--- src/rtl/operand_read_pkg.sv ---
// Shared definitions for the operand read sequencer: FSM state encoding and
// the shift codes applied to operand B.
package operand_read_pkg;

  typedef enum logic [1:0] {
    IDLE   = 2'b00,
    READ_A = 2'b01,
    READ_B = 2'b10,
    HOLD   = 2'b11
  } state_e;

  localparam logic [1:0] SH_NONE = 2'b00;
  localparam logic [1:0] SH_LSL  = 2'b01;
  localparam logic [1:0] SH_LSR  = 2'b10;
  localparam logic [1:0] SH_ASR  = 2'b11;

endpackage

--- src/rtl/operand_read_if.sv ---
// Request/response bundle between the issuing stage, the operand read
// sequencer and the ALU stage that consumes the operands.
interface operand_read_if #(
  parameter int width = 16
) ();

  logic             req_valid;
  logic             req_ready;
  logic [2:0]       rn;
  logic [2:0]       rm;
  logic [1:0]       shift;
  logic             out_valid;
  logic             out_ready;
  logic [width-1:0] a_out;
  logic [width-1:0] b_out;

  modport master (
    output req_valid, rn, rm, shift, out_ready,
    input  req_ready, out_valid, a_out, b_out
  );

  modport slave (
    input  req_valid, rn, rm, shift, out_ready,
    output req_ready, out_valid, a_out, b_out
  );

endinterface

--- src/rtl/operand_read_shifter.sv ---
// Single-bit shifter for operand B; purely combinational so the ALU stage
// can reuse it unchanged.
module operand_shifter
  import operand_read_pkg::*;
#(
  parameter int width = 16
) (
  input  logic [width-1:0] b_i,
  input  logic [1:0]       shift_i,
  output logic [width-1:0] b_o
);

  always_comb begin
    b_o = b_i;
    case (shift_i)
      SH_LSL:  b_o = {b_i[width-2:0], 1'b0};
      SH_LSR:  b_o = {1'b0, b_i[width-1:1]};
      SH_ASR:  b_o = {b_i[width-1], b_i[width-1:1]};
      default: b_o = b_i;
    endcase
  end

endmodule

--- src/rtl/operand_read.sv ---
// Register-file read sequencer: fetches A then B over two cycles with
// write-port forwarding, shifts B, and holds both until the ALU takes them.
module operand_read
  import operand_read_pkg::*;
#(
  parameter int width = 16
) (
  input  logic             clk,
  input  logic             reset_n,
  operand_read_if.slave    bus,
  input  logic [width-1:0] reg0,
  input  logic [width-1:0] reg1,
  input  logic [width-1:0] reg2,
  input  logic [width-1:0] reg3,
  input  logic [width-1:0] reg4,
  input  logic [width-1:0] reg5,
  input  logic [width-1:0] reg6,
  input  logic [width-1:0] reg7,
  input  logic             write,
  input  logic [2:0]       writenum,
  input  logic [width-1:0] write_data
);

  state_e           state_q, state_d;
  logic [2:0]       rn_q, rn_d;
  logic [2:0]       rm_q, rm_d;
  logic [1:0]       shift_q, shift_d;
  logic [width-1:0] a_q, a_d;
  logic [width-1:0] b_q, b_d;

  logic [2:0]       sel_num;
  logic [width-1:0] sel_data;
  logic [width-1:0] shifted_b;

  // One shared read port: A's register in READ_A, B's otherwise; a write
  // committing this cycle overrides the stale register value.
  always_comb begin
    sel_num  = (state_q == READ_A) ? rn_q : rm_q;
    sel_data = reg0;
    case (sel_num)
      3'd0: sel_data = reg0;
      3'd1: sel_data = reg1;
      3'd2: sel_data = reg2;
      3'd3: sel_data = reg3;
      3'd4: sel_data = reg4;
      3'd5: sel_data = reg5;
      3'd6: sel_data = reg6;
      3'd7: sel_data = reg7;
      default: sel_data = reg0;
    endcase
    if (write && (writenum == sel_num)) begin
      sel_data = write_data;
    end
  end

  operand_shifter #(.width(width)) u_shifter (
    .b_i     (sel_data),
    .shift_i (shift_q),
    .b_o     (shifted_b)
  );

  always_comb begin
    state_d = state_q;
    rn_d    = rn_q;
    rm_d    = rm_q;
    shift_d = shift_q;
    a_d     = a_q;
    b_d     = b_q;
    case (state_q)
      IDLE: begin
        if (bus.req_valid) begin
          rn_d    = bus.rn;
          rm_d    = bus.rm;
          shift_d = bus.shift;
          state_d = READ_A;
        end
      end
      READ_A: begin
        a_d     = sel_data;
        state_d = READ_B;
      end
      READ_B: begin
        b_d     = shifted_b;
        state_d = HOLD;
      end
      HOLD: begin
        if (bus.out_ready) begin
          state_d = IDLE;
        end
      end
      default: state_d = IDLE;
    endcase
  end

  always_ff @(posedge clk or negedge reset_n) begin
    if (!reset_n) begin
      state_q <= IDLE;
      rn_q    <= '0;
      rm_q    <= '0;
      shift_q <= '0;
      a_q     <= '0;
      b_q     <= '0;
    end else begin
      state_q <= state_d;
      rn_q    <= rn_d;
      rm_q    <= rm_d;
      shift_q <= shift_d;
      a_q     <= a_d;
      b_q     <= b_d;
    end
  end

  // Handshake outputs come straight from registered state.
  assign bus.req_ready = (state_q == IDLE);
  assign bus.out_valid = (state_q == HOLD);
  assign bus.a_out     = a_q;
  assign bus.b_out     = b_q;

endmodule

--- src/flat_wrapper.sv ---
// flat-port wrapper written by rule: the top's interface ports become plain ports
module operand_read_flat import operand_read_pkg::*;
#(
  parameter int width = 16
)
  (clk, reset_n, reg0, reg1, reg2, reg3, reg4, reg5, reg6, reg7, write, writenum, write_data, bus_req_valid, bus_rn, bus_rm, bus_shift, bus_out_ready, bus_req_ready, bus_out_valid, bus_a_out, bus_b_out);
  operand_read_if #(.width(width)) bus_i ();
  input  logic clk;
  input  logic reset_n;
  input  logic [width-1:0] reg0;
  input  logic [width-1:0] reg1;
  input  logic [width-1:0] reg2;
  input  logic [width-1:0] reg3;
  input  logic [width-1:0] reg4;
  input  logic [width-1:0] reg5;
  input  logic [width-1:0] reg6;
  input  logic [width-1:0] reg7;
  input  logic write;
  input  logic [2:0] writenum;
  input  logic [width-1:0] write_data;
  input wire logic [$bits(bus_i.req_valid)-1:0] bus_req_valid;
  input wire logic [$bits(bus_i.rn)-1:0] bus_rn;
  input wire logic [$bits(bus_i.rm)-1:0] bus_rm;
  input wire logic [$bits(bus_i.shift)-1:0] bus_shift;
  input wire logic [$bits(bus_i.out_ready)-1:0] bus_out_ready;
  output wire logic [$bits(bus_i.req_ready)-1:0] bus_req_ready;
  output wire logic [$bits(bus_i.out_valid)-1:0] bus_out_valid;
  output wire logic [$bits(bus_i.a_out)-1:0] bus_a_out;
  output wire logic [$bits(bus_i.b_out)-1:0] bus_b_out;
  assign bus_i.req_valid = bus_req_valid;
  assign bus_i.rn = bus_rn;
  assign bus_i.rm = bus_rm;
  assign bus_i.shift = bus_shift;
  assign bus_i.out_ready = bus_out_ready;
  assign bus_req_ready = bus_i.req_ready;
  assign bus_out_valid = bus_i.out_valid;
  assign bus_a_out = bus_i.a_out;
  assign bus_b_out = bus_i.b_out;
  operand_read #(.width(width)) u_core (.clk(clk), .reset_n(reset_n), .bus(bus_i), .reg0(reg0), .reg1(reg1), .reg2(reg2), .reg3(reg3), .reg4(reg4), .reg5(reg5), .reg6(reg6), .reg7(reg7), .write(write), .writenum(writenum), .write_data(write_data));
endmodule
--- config.mk ---
export PLATFORM = sky130hd
export DESIGN_NAME = operand_read_flat
export DESIGN_NICKNAME = d
export VERILOG_FILES = /design/src/rtl/operand_read_pkg.sv /design/src/rtl/operand_read_if.sv /design/src/rtl/operand_read_shifter.sv /design/src/rtl/operand_read.sv /design/src/flat_wrapper.sv
export SDC_FILE = /design/constraint.sdc
export NUM_CORES = 1
export LEC_CHECK = 0
export BUFFER_PORTS_ARGS = -buffer_cell sky130_fd_sc_hd__buf_2
export CORE_AREA = 2 2 184 96
export CTS_CLUSTER_DIAMETER = 80
export DETAILED_ROUTE_END_ITERATION = 7
export DIE_AREA = 0 0 186 98
export PLACE_DENSITY_LB_ADDON = 0.25
export RECOVER_POWER = 25
export SKIP_LAST_GASP = 1
export SLEW_MARGIN = 15
export SYNTH_ARGS = -nofsm -noshare
export SYNTH_HDL_FRONTEND = slang
export SYNTH_SLANG_ARGS = --single-unit
--- constraint.sdc ---
create_clock -name clk -period 3 [get_ports clk]
set_clock_uncertainty 0.2 [all_clocks]
set_input_delay 0.3 -clock clk [delete_from_list [all_inputs] [get_ports clk]]
set_output_delay 0.3 -clock clk [all_outputs]
set_load 0.02 [all_outputs]
== Yosys cells after proc, flatten, opt, wreduce, memory -nomap -nowiden ==
Cells that the tools add are included.
Storage, ports and cells
  flip-flop bits (word level): 42
  bits in latches: 0
  memory bits (writable): 0
  ROM bits: 0
  word-level logic and storage cells: 34
  memories kept: 0
Cells by class
  $add $sub $neg: 0
  multipliers: 0
  div/mod/pow operators: 0
  magnitude comparators: 0
  equal/unequal tests: 16
  shifts and indexed selects: 0
  multiplexer cells: 7
  bitwise operators: 0
  reduce and logical (&&, ||, !) cells: 5
Operator list (count)
  $pmux W16 S8: 1
  $pmux W16 S3: 1
  $mux W16: 1
  $eq A3 B3 Y1 const B: 4
  $eq A2 B2 Y1 const B: 4
  $pmux W2 S4: 1
  $eq A3 B2 Y1 const B: 2
  $eq A2 B1 Y1 const B: 2
  $mux W2: 2
  $ne A2 B2 Y1 const B: 2
  $reduce_and A2 Y1: 2
  $eq A3 B1 Y1 const B: 1
  $eq A3 B3 Y1: 1
  $logic_not A3 Y1: 1
  $mux W3: 1
  $logic_not A2 Y1: 1
  $logic_and A1 B1 Y1: 1

== Logic depth before layout (Yosys ltp) ==
Gate-level depths: netlist (run 1).
  depth in word-level cells: 6
  mapped depth: 12
  depth with buffers taken out: 9

== Cells and area by module ==
A second synthesis (run 1) with hierarchy kept.
Unflattened totals
  cells, all modules: 420
  area, all modules: 3609.7 um2
By module, submodules not included
  operand_read: instances 1, cells an instance 369, area each 3254.4 um2
  operand_shifter: instances 1, cells an instance 51, area each 355.3 um2

== Worst setup path after synthesis (run 1) ==
OpenSTA, ideal clock, no wires.
  path type: flip-flop to flip-flop
  start point: register u_core.state_q[1]
  end point: register u_core.b_q[15] (netlist: u_core.bus.b_out[15])
  arrival time: 2.493 ns
  data required time: 2.674 ns
  slack: 0.181 ns
  cell stages (with the launch flop): 12
  path buffers: 2
  period minus slack after synthesis: 2.819 ns
  path through: dfrtp_1 inv_1 ha_1 buf_6 mux2i_4 mux2_4 or3_1 buf_2 o31a_1 a22oi_2 a21oi_1 a221o_1
On the way
  longest elaborated chain between the ends: 6
Ends and longest elaborated chain
  from (decl): line operand_read.sv:24  | state_e state_q, state_d;
  from (signal assigned): line operand_read.sv:104  | state_q <= state_d;
  $eq A2 B1 Y1: line operand_read.sv:38  | sel_num = (state_q == READ_A) ? rn_q : rm_q;
  $mux W3: line operand_read.sv:38
  $eq A3 B3 Y1 (tied with other cells): line operand_read.sv:40  | case (sel_num)
  $pmux W16 S8 / $logic_and A1 B1 Y1 (equally long branches): line operand_read.sv:40, operand_read.sv:51
  $mux W16: line operand_read.sv:51  | if (write && (writenum == sel_num)) begin
  $pmux W16 S3: line operand_read_shifter.sv:15  | case (shift_i)
  to (signal assigned): line operand_read.sv:102  | b_q <= '0;
  to (signal assigned): line operand_read.sv:109  | b_q <= b_d;
  to (decl): line operand_read.sv:29  | logic [width-1:0] b_q, b_d;
Several ways; a longest one is shown, not always the timed one.
A chain may end at the register's enable or synchronous reset.

== Worst setup path in the final report (run 1) ==
  start point: register u_core.state_q[1]
  end point: register u_core.b_q[3] (netlist: u_core.bus.b_out[3])
Same word-level chain as after synthesis.

==> results of run 1 <==
==> worst max-delay path: cells and delay by family, from the launching register on <==
kind / cells / cell delay (ps)
buf+inv: 3 / 440
mux: 2 / 690
fa+ha+maj: 1 / 190
simple gates: 1 / 60
flops: 1 / 390
compound gates: 4 / 900
==> power groups by stage <==
stage / clock, mW / sequential, mW / combinational [mW]
floorplan: 0 / 1.28 / 3.42
global placement: 0 / 1.18 / 6.37
detailed placement: 0 / 1.18 / 6.43
CTS: 0.573 / 1.18 / 6.66
global route: 0.598 / 1.23 / 7.71
finish: 0.562 / 1.19 / 7.22
==> through the flow <==
step                      instances  power (mW)  TNS [ps]  cell area, µm²  utilization (%)
final                           973       8.968    -32.16            6131            36.49
after global routing            973       9.533    -862.8            6131            36.49
after CTS                       965       8.422         0            5929            35.29
after detailed placement        951       7.611     -3186            5669            33.74
after global placement          951       7.551     -1838            5669            33.74
after floorplan                 479       4.697         0            3916                -
==> Yosys cell counts, types with 4 or more instances <==
master	number	share of area [%]
a2111oi_0	5	1.1
a211oi_1	18	3.5
a21oi_1	37	4.7
a221oi_1	21	4.7
a22oi_1	12	2.3
a32oi_1	8	1.8
buf_2	9	1.2
buf_4	5	0.96
clkbuf_1	25	2.4
dfrtp_1	42	27
ha_1	4	1.3
inv_1	17	1.6
mux2_2	20	5.8
mux2i_1	9	2.3
nand2_1	32	3.1
nand2b_1	8	1.3
nand3_1	7	0.89
nor2_1	60	5.8
nor3_1	7	0.89
o211ai_1	8	1.5
o21ai_0	18	2.3
o21ai_1	9	1.2
o22ai_1	5	0.80
o32ai_1	7	1.6
==> cells by family after synthesis <==
kind of cell             after synthesis  synth area share (%)
multiplexers                          34                 10.51
AO/OA/AOI/OAI                        197                 37.29
adder cells (fa/ha/maj)                4                 1.278
buffers and inverters                 62                 7.092
AND/OR/NAND/NOR                      138                 16.55
XOR/XNOR                               2                0.4474
flip-flops                            42                 26.84
==> flip-flops by register name, indices dropped and copies added, names as in the netlist <==
register,cells
u_core.bus.b_out,16
u_core.rm_q,3
u_core.rn_q,3
u_core.state_q,2
u_core.shift_q,2
u_core.bus.a_out,16
==> cell usage in the layout (no fill, tap or decap), types with 12 or more instances in the layout <==
master / synthesis / final
buf_2: 9 / 192
buf_4: 5 / 93
nor2_1: 60 / 58
dfrtp_1: 42 / 42
a21oi_1: 37 / 35
nand2_1: 32 / 32
mux2_2: 20 / 19
o21ai_0: 18 / 17
a211oi_1: 18 / 17
inv_1: 17 / 16
a221oi_2: 2 / 12
==> how the worst max path moves through the flow <==
| stage | endpoint | startpoint | cells after the start |
|---|---|---|---|
| finish | u_core.bus.b_out[3]$_DFFE_PN0P_ | u_core.state_q[1]$_DFFE_PN0P_ | 11 |
| global route | u_core.bus.b_out[3]$_DFFE_PN0P_ | u_core.state_q[1]$_DFFE_PN0P_ | 11 |
| floorplan | u_core.bus.b_out[15]$_DFFE_PN0P_ | u_core.state_q[1]$_DFFE_PN0P_ | 11 |
| global placement | u_core.bus.b_out[4]$_DFFE_PN0P_ | u_core.state_q[1]$_DFFE_PN0P_ | 11 |
| CTS | u_core.bus.b_out[15]$_DFFE_PN0P_ | u_core.state_q[1]$_DFFE_PN0P_ | 12 |
| detailed placement | u_core.bus.b_out[4]$_DFFE_PN0P_ | u_core.state_q[1]$_DFFE_PN0P_ | 11 |
==> what timing repair did <==
item,4_1_cts,5_1_grt
setup buffers,6,8
pin swaps,3,12
setup endpoints to repair,26,25
gates resized for setup,12,32
==> routing by layer <==
metal / up-vias / global-route usage, % / part of all wire (%)
met5: - / 0 / 0
met4: 0 / 2.120 / 0.53
met3: 13 / 6.900 / 10
met2: 260 / 28.68 / 38
met1: 2521 / 35.93 / 51
li1: 2369 / - / -
==> final cells by class <==
| class | instances | area, µm² |
|---|---|---|
| Clock inverter | 1 | 5.005 |
| Timing Repair Buffer | 295 | 1807 |
| Sequential cell | 42 | 1051 |
| Fill cell | 1764 | 10670 |
| Clock buffer | 7 | 142.6 |
| Inverter | 19 | 71.32 |
| Multi-Input combinational cell | 375 | 2761 |
| Tap cell | 234 | 292.8 |
==> flow_summary.yaml, run 1 <==
clocking:
  clkLatencyLatePin_ps: 290
  path_clk_slew_ps: 60
  hold_buffers: 0
  cts_tree: "built"
  cts-buffers-inserted: 5
  cts_max_level: 2
  clockRootBuffer: "clkbuf_16"
  cts_sinks: 42
  clk_path_buf_depth: 2
setup_path:
  crit_slowest_cell: "dfrtp_1"
  worstSetupPathType: "reg2reg"
  r2r-end: "u_core.bus.b_out[3]$_DFFE_PN0P_"
  crit_arrival_ps: 2980
  r2r_setup_slack_ps: -30
  start_kind: "flip-flop"
  worst-endpoint-required_ps: 2950
  path_cells: "inv_2 -> ha_4 -> mux2i_4 -> buf_6 -> mux2_4 -> a222oi_1 -> buf_4 -> a221o_1 -> nor3_1 -> a221oi_1 -> o221ai_1"
  slowest_delay_ps: 390
  crit_fanout: 5
  endpoint_kind: "flip-flop"
  r2r-start: "u_core.state_q[1]$_DFFE_PN0P_"
  reg2reg_depth: 11
sta:
  worst_slack_ps: -32.16
  period_share_pct: 101.1
  slew_viol_final: 43
  max-slew-margin-rel_pct: -63.55
  min_period_ps: 3032
  finalHoldViolCount: 0
  rsz0062_at_grt: "yes"
  clock.fmax_mhz: 329.8
  setup_viol: 1
  tightest_slew_ps: 2453
  holdWs_ps: 42.98
yosys:
  yosysSeqAreaShare_pct: 26.84
  syn_area_per_cell_um2: 8.176
  synth_edf_count: 0
  syn_inst: 479
  synthArstFlopShare_pct: 100.0
  synth_ff_type: "dfrtp_1"
  ys_ff_latch: 42
  syn-num-nets: 643
  syn_area_mm2: 0.003916
  synth_cell_type_count: 73
  yosysWarnings: 0
die:
  dieWidth_um: 186
  die-area_mm2: 0.01823
  rows: 34
  core_area_mm2: 0.01680
  ios: 194
  initial_core_util_pct: 23.31
  die_height_um: 98
outcome:
  status: "finished with violations"
  violations: "max-capacitance violations, max-slew violations, negative setup slack"
final_layout:
  diodes: 0
  final_nets: 902
  drive_above_1_share_pct: 50.34
  syn_to_final_growth_pct: 56.55
global_routing:
  overflow: 0
  track_usage_pct: 22.22
  antenna_found_initial: 1
  grt_pass1_vias: 5074
  grt_start_max_net_pins: 43
  grt_pass1_wl_mm: 30.32
power_and_ir_drop:
  p_comb_share_pct: 80.5
  seqPwrFrac_pct: 13.3
  leakage_nw: 2.804
  p_int_mw: 4.413
  power_switching_share_pct: 50.80
  p_switching_mw: 4.555
  clkPwrFrac_pct: 6.3
  cellPowerDensity_mw_per_mm2: 1463
  irDropWorstVdd_v: 0.0003404
routing:
  drc: 0
  avgViaCountPerCell: 5.306
  drtIter0Drc: 432
  wirelength_mm: 20.69
  ant_nets: 0
  post_drt_wl_per_cell_um: 21.26
  firstDrtPassIters: 5
  dr_total_vias: 5163
hold_path:
  min_to: "u_core.rn_q[2]$_DFFE_PN0P_"
  min-delay-start: "bus_rn[2]"
  hold_path_class: "in2reg"
  hold_depth: 2
place:
  dpl.hpwl_mm: 17.17
  portBuffers: 193
  pre_cts_ws_ps: -320.5
  routabilityCongestion: 0.9531
job:
  maxCapViolations: 1
Power figures use the tool's default switching activity.
==> run 2: changes to the inputs <==
--- a/config.mk
+++ b/config.mk
@@ -6,10 +6,10 @@
 export NUM_CORES = 1
 export LEC_CHECK = 0
 export BUFFER_PORTS_ARGS = -buffer_cell sky130_fd_sc_hd__buf_2
-export CORE_AREA = 2 2 184 96
+export CORE_AREA = 5 5 149 123
 export CTS_CLUSTER_DIAMETER = 80
 export DETAILED_ROUTE_END_ITERATION = 7
-export DIE_AREA = 0 0 186 98
+export DIE_AREA = 0 0 154 128
 export PLACE_DENSITY_LB_ADDON = 0.25
 export RECOVER_POWER = 25
 export SKIP_LAST_GASP = 1
==> run 2 against run 1 <==
The run still ends with max-capacitance violations, max-slew violations, negative setup slack left. Critical path depth did not move. Critical path type unchanged. Setup slack improved by 29 ps. Clock power is 29% higher. Utilization increased by 0.51 points. Sequential share of layout area fell by 0.22 points. Routed wire length fell by 0.64%. Sequential power is essentially flat. Largest power group unchanged.
==> flow_summary.yaml, run 2 (synthesis gave the netlist of run 1 again) <==
setup_path:
  worstSetupPathType: "reg2reg"
  r2r-start: "u_core.state_q[1]$_DFFE_PN0P_"
  crit_fanout: 8
  start_kind: "flip-flop"
  crit_slowest_cell: "dfrtp_1"
  path_buf_inv: 3
  endpoint_kind: "flip-flop"
  worst-endpoint-required_ps: 2950
  crit_arrival_ps: 2960
  path_delay_family: "compound AO/OA/AOI/OAI gates"
  slowest_delay_ps: 380
  path_cells: "inv_2 -> ha_4 -> mux2i_4 -> buf_6 -> mux2_4 -> buf_4 -> o32ai_2 -> a221o_1 -> nor3_2 -> a221oi_2 -> o221ai_2"
  r2r_setup_slack_ps: -3
  reg2reg_depth: 11
  r2r-end: "u_core.bus.b_out[3]$_DFFE_PN0P_"
routing:
  route.met2.wl_mm: 9.225
  drtIter0Drc: 360
  wl_met3_mm: 1.566
  wirelength_mm: 20.56
  dr_total_vias: 5083
  ant_nets: 0
  firstDrtPassIters: 7
  post_drt_wl_per_cell_um: 21.53
  avgViaCountPerCell: 5.323
  met1_length_mm: 9.203
  highest_layer: "met4"
  drc: 0
place:
  routabilityCongestion: 0.9474
  pre_cts_ws_ps: -294.6
  portBuffers: 193
  placed_area_mm2: 0.005595
  dpl.hpwl_mm: 16.81
power_and_ir_drop:
  irDropWorstVdd_v: 0.0003952
  cellPowerDensity_mw_per_mm2: 1442
  leakage_nw: 2.809
  totalPowerFinal_mw: 8.956
final_layout:
  layout_common_cells: "buf_2 (192), buf_4 (81), nor2_1 (57), dfrtp_1 (42), a21oi_1 (34)"
  syn_to_final_growth_pct: 58.56
  stdcell_area_mm2: 0.006210
  drive_above_1_share_pct: 52.05
  num-fill-cells: 1792
  diodes: 0
  final_nets: 893
  mostFrequentLayoutCell: "buf_2"
  post-route-util_pct: 36.99
die:
  rows: 43
  initial_core_util_pct: 23.33
  die_height_um: 128
  die-area_mm2: 0.01971
  ios: 194
  dieWidth_um: 154
  core_area_mm2: 0.01679
sta:
  max-slew-margin-rel_pct: -57.70
  min_period_ps: 3003
  setup_tns_ps: -4.507
  worst_slack_ps: -3.174
  period_share_pct: 100.1
  slew_viol_final: 43
  rsz0062_at_grt: "yes"
  finalHoldViolCount: 0
  setup_viol: 2
  tightest_slew_ps: 2365
  clock.fmax_mhz: 333.0
clocking:
  clk_path_buf_depth: 2
  cts_sinks: 42
  clockRootBuffer: "clkbuf_16"
  path_clk_slew_ps: 60
  cts_tree: "built"
  cts_max_level: 2
  clkLatencyLatePin_ps: 290
  cts-buffers-inserted: 5
hold_path:
  min_to: "u_core.shift_q[0]$_DFFE_PN0P_"
  hold_depth: 2
  min-delay-start: "bus_shift[0]"
  hold_path_class: "in2reg"
global_routing:
  track_usage_pct: 19.84
  antenna_found_initial: 0
  grt_pass1_wl_mm: 30.34
  overflow: 0
  grt_start_max_net_pins: 43
  grt_pass1_vias: 5252
outcome:
  violations: "max-capacitance violations, max-slew violations, negative setup slack"
  status: "finished with violations"
job:
  maxCapViolations: 1
## run 2: per-layer routing
| layer | track usage [%] | up-vias |
|---|---|---|
| met1 | 27.58 | 2444 |
| li1 | - | 2355 |
| met4 | 5.296 | 0 |
| met2 | 31.31 | 246 |
| met3 | 4.219 | 38 |
| met5 | 0 | - |
## run 2: through the flow
step | hold slack [ps] | instances
finish | 42.49 | 955
CTS | 7.616 | 949
floorplan | -195.6 | 479
detailed placement | 306.1 | 932
global placement | 294.5 | 932
global route | 39.16 | 955
## run 2: power by group
group / internal [mW] / switching, mW / total (mW)
clock network: 0.479 / 0.245 / 0.723
logic: 3.17 / 3.88 / 7.05
registers: 0.864 / 0.323 / 1.19
total: 4.51 / 4.45 / 8.96
## run 2: area by class of cell
type | count | area (µm²) | share of cell area (%)
clock inverters | 3 | 68.82 | 1.108
well taps | 225 | 281.5 | 4.534
inverters | 19 | 75.07 | 1.209
flip-flops and latches | 42 | 1051 | 16.93
clock buffers | 5 | 125.1 | 2.015
multi-input cells | 375 | 2856 | 46.00
repair buffers | 286 | 1752 | 28.21
## run 2: what timing repair did
item                       4_1_cts  5_1_grt
gates cloned                     0        0
setup endpoints to repair       28       30
pin swaps                        7       18
hold buffers                     0        0
buffers inserted                10        6
resized for setup               19       51
## run 2: worst max path at each step
stage | startpoint | to | slack, ps | cells after the start
floorplan | u_core.state_q[1]$_DFFE_PN0P_ | u_core.bus.b_out[15]$_DFFE_PN0P_ | 180 | 11
global placement | u_core.state_q[1]$_DFFE_PN0P_ | u_core.bus.b_out[13]$_DFFE_PN0P_ | -190 | 11
detailed placement | u_core.state_q[1]$_DFFE_PN0P_ | u_core.bus.b_out[13]$_DFFE_PN0P_ | -290 | 11
CTS | u_core.state_q[1]$_DFFE_PN0P_ | u_core.bus.b_out[3]$_DFFE_PN0P_ | -10 | 10
global route | u_core.state_q[1]$_DFFE_PN0P_ | u_core.bus.b_out[2]$_DFFE_PN0P_ | -140 | 11
finish | u_core.state_q[1]$_DFFE_PN0P_ | u_core.bus.b_out[3]$_DFFE_PN0P_ | -3 | 11
